[src/rtl/i2s_rx_deser.sv]
// I2S ADC receiver: oversamples BCLK/WCLK/DOUT in the iCLK_50 domain and emits L/R words with a valid strobe.
// Optional short-word detection on frame_err is built when I2S_RX_FRAME_CHECK_EN is defined.
module i2s_rx_deser #(
    parameter int DATA_W      = 16,
    parameter int SYNC_STAGES = 2
) (
    input  logic              iCLK_50,
    input  logic              iRESET_n,
    input  logic              i2s_sclk,
    input  logic              i2s_lrck,
    input  logic              i2s_sdout,
    output logic [DATA_W-1:0] L_data,
    output logic [DATA_W-1:0] R_data,
    output logic              sample_valid,
    output logic              frame_err
);
    localparam int CNT_W = $clog2(DATA_W + 1);
    typedef logic [CNT_W-1:0] cnt_t;
    localparam cnt_t              CNT_MAX = cnt_t'(DATA_W);
    localparam logic [DATA_W-1:0] MSB_ONE = {1'b1, {(DATA_W-1){1'b0}}};

    logic [SYNC_STAGES-1:0] sclk_sync_q;
    logic [SYNC_STAGES-1:0] lrck_sync_q;
    logic [SYNC_STAGES-1:0] sdout_sync_q;
    logic                   sclk_dly_q;
    logic                   sclk_s;
    logic                   lrck_s;
    logic                   sdout_s;
    logic                   rise;

    always_ff @(posedge iCLK_50 or negedge iRESET_n) begin
        if (!iRESET_n) begin
            sclk_sync_q  <= '0;
            lrck_sync_q  <= '0;
            sdout_sync_q <= '0;
            sclk_dly_q   <= 1'b0;
        end else begin
            sclk_sync_q  <= {sclk_sync_q[SYNC_STAGES-2:0], i2s_sclk};
            lrck_sync_q  <= {lrck_sync_q[SYNC_STAGES-2:0], i2s_lrck};
            sdout_sync_q <= {sdout_sync_q[SYNC_STAGES-2:0], i2s_sdout};
            sclk_dly_q   <= sclk_sync_q[SYNC_STAGES-1];
        end
    end

    assign sclk_s  = sclk_sync_q[SYNC_STAGES-1];
    assign lrck_s  = lrck_sync_q[SYNC_STAGES-1];
    assign sdout_s = sdout_sync_q[SYNC_STAGES-1];
    assign rise    = sclk_s & ~sclk_dly_q;

    logic [DATA_W-1:0] shreg_q,   shreg_d;
    cnt_t              bit_cnt_q, bit_cnt_d;
    logic              lrck_prev_q, lrck_prev_d;
    logic              seen_q,    seen_d;
    logic              armed_q,   armed_d;
    logic [DATA_W-1:0] l_hold_q,  l_hold_d;
    logic [DATA_W-1:0] l_data_q,  l_data_d;
    logic [DATA_W-1:0] r_data_q,  r_data_d;
    logic              valid_q,   valid_d;

    logic              in_range;
    logic              boundary;
    logic [DATA_W-1:0] bit_sel;
    logic [DATA_W-1:0] shreg_wr;

    // bit_sel shifts out to zero once bit_cnt saturates, so padding bits never land in shreg.
    assign in_range = (bit_cnt_q < CNT_MAX);
    assign boundary = rise & (lrck_s != lrck_prev_q);
    assign bit_sel  = MSB_ONE >> bit_cnt_q;
    assign shreg_wr = sdout_s ? (shreg_q | bit_sel) : (shreg_q & ~bit_sel);

    always_comb begin
        shreg_d     = shreg_q;
        bit_cnt_d   = bit_cnt_q;
        lrck_prev_d = lrck_prev_q;
        seen_d      = seen_q;
        armed_d     = armed_q;
        l_hold_d    = l_hold_q;
        l_data_d    = l_data_q;
        r_data_d    = r_data_q;
        valid_d     = 1'b0;
        if (rise) begin
            lrck_prev_d = lrck_s;
            if (boundary) begin
                // Boundary bit is the last bit of the closing word (one-bit I2S delay).
                shreg_d   = '0;
                bit_cnt_d = '0;
                seen_d    = 1'b1;
                if (lrck_s) begin
                    l_hold_d = shreg_wr;
                    // A left word only counts if it started on an observed boundary.
                    if (seen_q) armed_d = 1'b1;
                end else if (armed_q) begin
                    l_data_d = l_hold_q;
                    r_data_d = shreg_wr;
                    valid_d  = 1'b1;
                end
            end else if (in_range) begin
                shreg_d   = shreg_wr;
                bit_cnt_d = bit_cnt_q + 1'b1;
            end
        end
    end

    always_ff @(posedge iCLK_50 or negedge iRESET_n) begin
        if (!iRESET_n) begin
            shreg_q     <= '0;
            bit_cnt_q   <= '0;
            lrck_prev_q <= 1'b0;
            seen_q      <= 1'b0;
            armed_q     <= 1'b0;
            l_hold_q    <= '0;
            l_data_q    <= '0;
            r_data_q    <= '0;
            valid_q     <= 1'b0;
        end else begin
            shreg_q     <= shreg_d;
            bit_cnt_q   <= bit_cnt_d;
            lrck_prev_q <= lrck_prev_d;
            seen_q      <= seen_d;
            armed_q     <= armed_d;
            l_hold_q    <= l_hold_d;
            l_data_q    <= l_data_d;
            r_data_q    <= r_data_d;
            valid_q     <= valid_d;
        end
    end

    assign L_data       = l_data_q;
    assign R_data       = r_data_q;
    assign sample_valid = valid_q;

`ifdef I2S_RX_FRAME_CHECK_EN
    logic err_q, err_d;
    logic short_word;

    // Bits captured = bit_cnt plus the boundary bit when still in range.
    assign short_word = in_range & (bit_cnt_q < (CNT_MAX - cnt_t'(1)));

    always_comb begin
        err_d = err_q;
        if (boundary && seen_q && short_word) err_d = 1'b1;
    end

    always_ff @(posedge iCLK_50 or negedge iRESET_n) begin
        if (!iRESET_n) err_q <= 1'b0;
        else           err_q <= err_d;
    end

    assign frame_err = err_q;
`else
    assign frame_err = 1'b0;
`endif

endmodule

[config.mk]
export PLATFORM = sky130hd
export DESIGN_NAME = i2s_rx_deser
export DESIGN_NICKNAME = d
export VERILOG_FILES = /design/src/rtl/i2s_rx_deser.sv
export SDC_FILE = /design/constraint.sdc
export NUM_CORES = 1
export LEC_CHECK = 0
export BUFFER_PORTS_ARGS = -buffer_cell sky130_fd_sc_hd__buf_2
export CAP_MARGIN = 0
export CORE_MARGIN = 2
export CORE_UTILIZATION = 62
export CTS_CLUSTER_DIAMETER = 50
export CTS_CLUSTER_SIZE = 28
export DETAILED_ROUTE_END_ITERATION = 6
export PLACE_DENSITY = 0.84
export SETUP_SLACK_MARGIN = 0.1
export SLEW_MARGIN = 25
export SYNTH_ARGS = -nofsm -noshare
export SYNTH_HDL_FRONTEND = slang
export SYNTH_SLANG_ARGS = --single-unit
[constraint.sdc]
create_clock -name iCLK_50 -period 3.35 [get_ports iCLK_50]
set_clock_uncertainty 0.05 [all_clocks]
set_input_delay 0 -clock iCLK_50 [delete_from_list [all_inputs] [get_ports iCLK_50]]
set_output_delay 0 -clock iCLK_50 [all_outputs]
set_load 0.02 [all_outputs]
==> results of run 1 <==
## final cells by class
| type | instances | area [µm²] |
|---|---|---|
| multi-input combinational | 141 | 1220 |
| inverter | 21 | 78.8 |
| clock inverter | 7 | 95.1 |
| fill | 381 | 1560 |
| tap | 72 | 90.1 |
| clock buffer | 9 | 124 |
| timing repair buffer | 42 | 239 |
| sequential | 80 | 2000 |
## repair_timing
item                                   4_1_cts  5_1_grt
endpoints found under the hold margin       83        0
buffers inserted                             0        0
hold buffers                                 4        0
## kinds of logic after synthesis
| group | after synthesis | synth area share |
|---|---|---|
| simple gates | 42 | 0.0928 |
| compound gates | 42 | 0.0873 |
| buf+inv | 38 | 0.0592 |
| fa+ha+maj | 6 | 0.0219 |
| flops | 80 | 0.584 |
| mux | 48 | 0.146 |
| other cells | 1 | 0.00109 |
| xor+xnor | 2 | 0.00731 |
## worst max-delay path: cells and delay by family (launching register included)
family                 cells  cell delay (ns)
AOI/OAI and AO/OA          2             0.95
DFF                        1             0.66
buffers and inverters      1             0.14
## through the flow
step / cell area (µm²) / hold slack [ns] / setup slack (ns) / cells
finish: 3850 / 0.182 / 1.48 / 372
global route: 3850 / 0.237 / 1.30 / 372
CTS: 3850 / 0.212 / 1.49 / 372
detailed placement: 3590 / 0.0596 / 1.54 / 352
global placement: 3590 / 0.0580 / 1.62 / 352
floorplan: 3430 / -0.346 / 1.80 / 259
## layout by cell type (no fill, tap or decap), types with 4 or more instances in the layout
cell           synthesis  layout
a21oi_1               17      17
dfrtp_1               80      80
and4bb_2               7       7
buf_2                  6      36
clkbuf_8               0       9
ha_1                   6       6
o2bb2ai_1             19      19
mux2_1                13      13
mux2i_1               32      32
inv_1                 21      21
nand2_1                4       4
nor2_1                16      16
dlygate4sd3_1          0       4
## power breakdown
group	switching, mW	internal, mW	total, mW
clock network	0.352	0.420	0.773
logic	0.381	0.269	0.650
registers	0.134	1.17	1.30
total	0.867	1.86	2.72
## how the worst max path moves through the flow
stage | end | slack [ns] | cells past startpoint
floorplan | R_data[12] | 1.80 | 6
global placement | shreg_q[5] | 1.62 | 3
detailed placement | shreg_q[3] | 1.54 | 3
CTS | shreg_q[5] | 1.49 | 3
global route | shreg_q[5] | 1.30 | 3
finish | shreg_q[5] | 1.48 | 3
## state kept, by name (all words and copies together) (netlist names), 2 cells and up
| register | count |
|---|---|
| L_data | 16 |
| R_data | 16 |
| bit_cnt_q | 5 |
| l_hold_q | 16 |
| lrck_sync_q | 2 |
| sclk_sync_q | 2 |
| sdout_sync_q | 2 |
| shreg_q | 16 |
## per-layer routing
| layer | part of all wire | wire, µm |
|---|---|---|
| met1 | 0.45 | 2660 |
| met3 | 0.038 | 226 |
| met5 | 0 | 0 |
| met4 | 0.021 | 124 |
| met2 | 0.50 | 2970 |
==> metrics.csv, run 1 <==
stage;metric;value;unit
routing;routedWlPerCell;16.1;µm
critical_path;startpoint;bit_cnt_q[4];
timing;maxSlewViolCount;0;
placement;hpwl;3650;µm
clocking;cts_made_buffers;9;
routing;ant_nets;0;
yosys;synth_top_area_share;0.584;
timing;slew_headroom;0.398;
critical_path;path_class;flip-flop to flip-flop;
timing;fin_crit_sh;0.557;
die;num_rows;27;
yosys;netlist_instances;259;
clocking;cts_tree;yes;
final_layout;drive_gt1_frac;0.240;
power_and_ir_drop;power;2.73;mW
die;fp.dieW;78.3;µm
routing;postRouteWirelength;5980;µm
critical_path;worstPathMaxFanout;19;
grt;busiest_layer;met2;
clocking;htreeDepth;3;
yosys;synthTopCellsByCount;dfrtp_1, mux2i_1, inv_1;
final_layout;final_util;0.712;
grt;grt_pass1_vias;2043;
yosys;yosysWarnings;0;
grt;grt_max_degree;81;
grt;overflow;0;
grt;antenna_found_initial;0;
timing;rsz0062_at_grt;false;
power_and_ir_drop;leakagePower;1.77;nW
final_layout;diodes;0;
routing;drt_iter0_drc;111;
routing;firstDrtPassIters;4;
grt;grt_usage;0.217;
timing;period_minus_slack;1.87;ns
power_and_ir_drop;vdd_ir_drop_max;0.529;mV
timing;finalSetupTns;0;ns
final_layout;nets;306;
yosys;synth_top_cell_by_area;dfrtp_1;
clocking;cts-resized-gates;0;
critical_path;critPathRequiredTime;3.58;ns
grt;use_met3;0.0437;
die;die-area;0.00614;mm²
clocking;cts.sinks;80;
yosys;synth-seq-cells;80;
critical_path;reg2reg_slack;1.48;ns
critical_path;critPathSlowestCell;o21ai_2;
die;ios;39;
placement;gp_congestion;0.800;
critical_path;r2r_end;shreg_q[5];
routing;vias_per_cell;5.48;
routing;drc_errors;0;
outcome;status;finished, final reports clean;
yosys;avgSynthCellArea;13.2;µm²
yosys;synth.net_count;270;
min_path;hp-class;input port to asynchronous set/reset pin;
yosys;synth_edf_count;0;
critical_path;reg2reg_depth;3;
power_and_ir_drop;cellPowerDensity;708;mW/mm²
grt;met2_usage;0.349;
critical_path;arrival;2.09;ns
die;die_height;78.3;µm
yosys;synth_most_common_cell;dfrtp_1;
timing;setup_viol;0;
die;initial_core_util;0.634;
yosys;ys_seq_area_frac;0.584;
critical_path;r2r-start;bit_cnt_q[4];
clocking;cts.root.buffer_cell;clkbuf_8;
yosys;ys.flop_type;dfrtp_1;
yosys;ys_types;32;
final_layout;area_growth_syn_to_layout;12.4;%
timing;tightest_slew;0.902;ns
yosys;netlist_top_cells_area;dfrtp_1, mux2i_1, o2bb2ai_1;
grt;grt_use_met1;0.288;
yosys;synth_area;0.00343;mm²
critical_path;end_kind;flip-flop;
critical_path;crit_chain;inv_1, o21ai_2, o2bb2ai_1;
timing;clock.fmax;536;MHz
routing;num_vias;2037;
critical_path;startpoint_type;flip-flop;
clocking;cts.path.max_buffers;2;
timing;hold_violations;0;
clocking;clk_latency;0.36;ns
die;core;0.00541;mm²
grt;grt_pass1_wl;10100;µm
yosys;async_flop_share;1.00;
critical_path;cpPeakStageDelay;0.75;ns
run;max_cap_violations;0;
placement;port_buffers;37;
clocking;cts.clk_slew.worst_paths;0.08;ns
Note: power is estimated with default switching activity, not from simulation.
==> run 2, diff against run 1 <==
- CORE_UTILIZATION: 62 -> 58
- PLACE_DENSITY: 0.84 -> 0.79
- clock period: 3.35 -> 1.86 ns (I/O delays scaled with it)
==> metrics.csv, run 2 (synthesis results as in run 1) <==
stage;metric;value;unit;change
die;core;0.00561;mm²;+3.8%
critical_path;startpoint_type;flip-flop;;
timing;period_minus_slack;1.67;ns;-0.200 ns
clocking;htreeDepth;3;;unchanged
routing;firstDrtPassIters;4;;unchanged
placement;placed_cell_area;0.00367;mm²;+2.2%
placement;hpwl;4210;µm;+16%
critical_path;arrival;1.83;ns;-0.26 ns
timing;maxSlewViolCount;0;;unchanged
grt;overflow;0;;unchanged
final_layout;nets;316;;+3.3%
die;fp.dieW;80.9;µm;+3.2%
routing;drc_errors;0;;unchanged
critical_path;worstPathMaxFanout;4;;-15
timing;finalSetupTns;0;ns;unchanged
final_layout;area_growth_syn_to_layout;15.3;%;
clocking;cts.path.max_buffers;2;;unchanged
final_layout;nFillCells;413;;+8.4%
final_layout;design_area;0.00395;mm²;+2.6%
final_layout;regArea;0.00200;mm²;+0.12%
power_and_ir_drop;cellPowerDensity;1240;mW/mm²;+76%
grt;grt_max_degree;35;;-57%
placement;dp_slack;0.102;ns;-1.44 ns
timing;clock.fmax;600;MHz;+12%
placement;gp_congestion;0.771;;-3.6%
final_layout;finalNonFillerCells;382;;+2.7%
routing;num_vias;2060;;+1.1%
critical_path;end_kind;flip-flop;;
outcome;status;finished, final reports clean;;
routing;vias_per_cell;5.39;;-1.5%
power_and_ir_drop;power;4.91;mW;+80%
final_layout;drive_gt1_frac;0.281;;+0.0406
timing;hold_violations;0;;unchanged
placement;port_buffers;37;;unchanged
clocking;cts.root.buffer_cell;clkbuf_8;;
min_path;hp-class;input port to asynchronous set/reset pin;;
critical_path;path_class;flip-flop to flip-flop;;
routing;ant_nets;0;;unchanged
power_and_ir_drop;vdd_ir_drop_max;0.937;mV;+77%
timing;tightest_slew;0.563;ns;-0.339 ns
run;max_cap_violations;0;;unchanged
placement;dp.cells;361;;+2.6%
timing;holdWs;0.0621;ns;-0.119 ns
die;die_height;80.9;µm;+3.2%
power_and_ir_drop;switching_share;0.320;;+0.00148
timing;slew_headroom;0.624;;+0.226
timing;rsz0062_at_grt;true;;
routing;drt_iter0_drc;103;;-7.2%
critical_path;critPathRequiredTime;2.02;ns;-1.56 ns
clocking;cts_made_buffers;9;;unchanged
routing;routedWlPerCell;16.6;µm;+3.4%
power_and_ir_drop;p_clk_frac;0.264;;-0.020
final_layout;multi_input_area;0.00125;mm²;+2.0%
power_and_ir_drop;switchingPower;1.57;mW;+81%
clocking;cts.clk_slew.worst_paths;0.07;ns;about the same
final_layout;final_util;0.704;;-0.00790
power_and_ir_drop;leakagePower;1.83;nW;+3.2%
clocking;clk_latency;0.34;ns;-0.02 ns
grt;grt_pass1_wl;10400;µm;+3.4%
die;num_rows;27;;unchanged
timing;setup_viol;0;;unchanged
final_layout;diodes;0;;unchanged
die;ios;39;;unchanged
die;initial_core_util;0.611;;-0.0229
timing;fin_crit_sh;0.896;;+0.339
final_layout;layout_commonest_cell;dfrtp_1;;
power_and_ir_drop;seq_power_share;0.475;;-0.003
final_layout;layout_common_cells;dfrtp_1, buf_2, mux2i_1;;
clocking;cts.sinks;80;;unchanged
grt;antenna_found_initial;0;;unchanged
timing;setup_ws;0.194;ns;-1.29 ns
die;die-area;0.00654;mm²;+6.5%
grt;grt_usage;0.215;;-0.00210
grt;grt_pass1_vias;2103;;+2.9%
routing;postRouteWirelength;6340;µm;+6.2%
power_and_ir_drop;p_comb_frac;0.261;;+0.022
power_and_ir_drop;internal_power;3.34;mW;+80%
clocking;cts_tree;yes;;
==> run 2: cell count changes in the layout (fill, tap and decap cells not counted), moves of 2 or more <==
cell	delta
buf_4	+10
clkbuf_8	+2
dfrtp_2	+2
nor3b_1	-2
dfrtp_1	-2
nor3b_2	+2
==> run 2: routing by layer <==
| metal | part of all wire | global-route usage | wire [µm] | up-vias |
|---|---|---|---|---|
| met1 | 0.46 | 0.292 | 2910 | 1011 |
| met5 | 0 | 0 | 0 | - |
| met3 | 0.041 | 0.0400 | 258 | 7 |
| met4 | 0.016 | 0.114 | 101 | 0 |
| li1 | - | - | - | 991 |
| met2 | 0.49 | 0.331 | 3080 | 51 |
==> run 2: what timing repair did <==
action | 4_1_cts | 5_1_grt
gates resized for setup | 2 | 5
setup buffers | 0 | 1
hold buffers | 4 | 0
endpoints found under the hold margin | 83 | 0
endpoints found under the setup margin | 1 | 29
==> run 2: critical path, cell delays in order (launching register included) <==
cell     delay [ns]
dfrtp_1        0.42
inv_1          0.12
ha_1           0.24
nor4b_2        0.27
mux2i_1        0.32
mux2i_1        0.12
==> run 2: final timing paths <==
check | start | depth (start not counted) | end | slack [ns]
worst min register to register | lrck_sync_q[0] | 0 | lrck_sync_q[1] | 0.30
worst max register to register | bit_cnt_q[0] | 5 | R_data[15] | 0.19
worst min-delay path | iRESET_n | 2 | L_data[12] | 0.06
min in group iCLK_50 | i2s_sdout | 2 | sdout_sync_q[0] | 0.25
worst max-delay path | bit_cnt_q[0] | 5 | R_data[15] | 0.19
max in group asynchronous | iRESET_n | 3 | R_data[6] | 1.10
==> run 2: area by class of cell <==
cell class	count	share of cell area
clock buffers	12	0.0393
clock inverters	4	0.0133
inverters	21	0.0200
multi-input cells	141	0.315
flip-flops and latches	80	0.507
well taps	72	0.0228
repair buffers	52	0.0817
==> run 2: power groups by stage <==
stage	Sequential, mW	Clock [mW]	Combinational, mW
global route	2.37	1.41	1.40
floorplan	2.58	0	0.579
detailed placement	2.36	0	1.25
global placement	2.35	0	1.21
CTS	2.34	1.32	1.28
finish	2.33	1.30	1.28
==> run 3, diff against run 2 <==
- CORE_UTILIZATION: 58 -> 33
- PLACE_DENSITY: 0.79 -> default
==> metrics.csv, run 3 (synthesis results as in run 1) <==
stage;metric;value;unit;change
outcome;status;finished, final reports clean;;
clocking;cts.sinks;80;;unchanged
routing;top_layer_used;met4;;
die;num_rows;37;;+37%
final_layout;design_area;0.00403;mm²;+2.0%
routing;wl_met1;3110;µm;+7.0%
timing;rsz0062_at_grt;true;;
power_and_ir_drop;cellPowerDensity;1220;mW/mm²;-2.0%
final_layout;layout_commonest_cell;dfrtp_1;;
routing;num_vias;2043;;-0.83%
run;max_cap_violations;0;;unchanged
critical_path;reg2reg_slack;0.18;ns;-0.02 ns
critical_path;critPathRequiredTime;2.03;ns;about the same
clocking;cts.root.buffer_cell;clkbuf_8;;
grt;grt_usage;0.129;;-0.0859
routing;met2_length;3070;µm;-0.29%
die;core;0.0102;mm²;+82%
placement;dp.cells;424;;+17%
final_layout;nFillCells;1020;;+150%
clocking;cts_made_buffers;9;;unchanged
critical_path;startpoint_type;flip-flop;;
timing;fin_crit_sh;0.905;;+0.00926
critical_path;path_class;flip-flop to flip-flop;;
timing;holdWs;0.102;ns;+0.0402 ns
routing;routedWlPerCell;14.7;µm;-12%
timing;slew_headroom;0.600;;-0.0246
power_and_ir_drop;vdd_ir_drop_max;0.478;mV;-49%
routing;wl_met3;215;µm;-17%
die;ios;39;;unchanged
min_path;hp-class;input port to asynchronous set/reset pin;;
grt;grt_pass1_vias;2167;;+3.0%
die;fp.dieW;106;µm;+31%
timing;clock.fmax;594;MHz;-1.0%
routing;ant_nets;0;;unchanged
clocking;htreeDepth;3;;unchanged
critical_path;end_kind;flip-flop;;
grt;grt_max_degree;35;;unchanged
routing;vias_per_cell;4.60;;-15%
critical_path;worstPathMaxFanout;5;;+1
critical_path;arrival;1.86;ns;+0.03 ns
clocking;clk_latency;0.34;ns;about the same
final_layout;area_growth_syn_to_layout;17.6;%;
timing;setup_viol;0;;unchanged
die;die-area;0.0112;mm²;+72%
placement;dp_slack;0.0897;ns;-0.0119 ns
final_layout;drive_gt1_frac;0.282;;+0.00182
placement;placed_cell_area;0.00375;mm²;+2.3%
timing;maxSlewViolCount;0;;unchanged
placement;port_buffers;37;;unchanged
final_layout;nets;314;;-0.63%
power_and_ir_drop;power;4.91;mW;about the same
critical_path;reg2reg_depth;5;;unchanged
placement;hpwl;4310;µm;+2.3%
die;die_height;106;µm;+31%
placement;gp_congestion;0.743;;-3.7%
timing;period_minus_slack;1.68;ns;+0.0172 ns
grt;antenna_found_initial;0;;unchanged
final_layout;diodes;0;;unchanged
routing;firstDrtPassIters;4;;unchanged
die;initial_core_util;0.336;;-0.275
final_layout;final_util;0.396;;-0.309
grt;grt_pass1_wl;11200;µm;+7.1%
timing;tightest_slew;0.600;ns;+0.0368 ns
timing;setup_ws;0.176;ns;-0.0172 ns
routing;drc_errors;0;;unchanged
clocking;cts.clk_slew.worst_paths;0.08;ns;about the same
clocking;cts_tree;yes;;
clocking;post-cts-setup-buffer-count;0;;unchanged
final_layout;multi_input_area;0.00124;mm²;-0.40%
timing;finalSetupTns;0;ns;unchanged
power_and_ir_drop;leakagePower;1.82;nW;-0.59%
final_layout;finalNonFillerCells;444;;+16%
grt;overflow;0;;unchanged
routing;drt_iter0_drc;75;;-27%
routing;postRouteWirelength;6520;µm;+2.7%
clocking;cts.path.max_buffers;2;;unchanged
final_layout;regArea;0.00200;mm²;unchanged
timing;hold_violations;0;;unchanged
final_layout;layout_common_cells;dfrtp_1, buf_2, mux2i_1;;
==> run 3: cell types whose count changed in the layout (fill, tap and decap cells not counted) <==
| cell | previous run | this run |
|---|---|---|
| nor4b_4 | 1 | 0 |
| clkbuf_1 | 1 | 0 |
| clkinv_2 | 1 | 0 |
| clkinv_4 | 2 | 0 |
| mux2i_1 | 31 | 30 |
| clkinvlp_4 | 0 | 2 |
| buf_4 | 11 | 8 |
| buf_12 | 1 | 2 |
| inv_6 | 0 | 2 |
| nor4b_2 | 2 | 3 |
| mux2i_2 | 1 | 2 |
==> run 3: power by group <==
group	switching [mW]	total, mW	leakage (nW)	internal (mW)
Sequential	0.237	2.34	1.02	2.11
Combinational	0.693	1.21	0.694	0.516
Clock	0.651	1.35	0.103	0.703
Total	1.58	4.91	1.82	3.33
==> run 3: worst paths after layout <==
path | start | end
setup reg to reg | bit_cnt_q[0] | R_data[13]
min in group iCLK_50 | i2s_sclk | sclk_sync_q[0]
hold / removal | iRESET_n | shreg_q[12]
setup / recovery | bit_cnt_q[0] | R_data[13]
max in group asynchronous | iRESET_n | shreg_q[13]
hold reg to reg | sdout_sync_q[0] | sdout_sync_q[1]
==> run 3: area by class of cell <==
type	count	area share
Inverter	21	0.0196
Clock inverter	5	0.0155
Tap cell	136	0.0422
Sequential cell	80	0.498
Timing Repair Buffer	50	0.0795
Multi-Input combinational cell	141	0.308
Clock buffer	11	0.0376
==> run 3: timing repair <==
action                                  4_1_cts  5_1_grt
endpoints found under the setup margin        3       16
pin swaps                                     0        0
hold buffers                                  4        0
endpoints found under the hold margin        83        0
resized for setup                             2        5
==> run 3: metal layers <==
metal,up-vias,GRT usage
met3,9,0.0399
met2,30,0.209
met1,1016,0.166
met4,0,0.0432
met5,-,0
li1,988,-
==> run 3: critical path: stages, from the launching register on <==
cell and delay [ns]:
dfrtp_2 0.44, inv_1 0.11, ha_1 0.24, nor4b_2 0.28
mux2i_1 0.32, mux2i_1 0.12
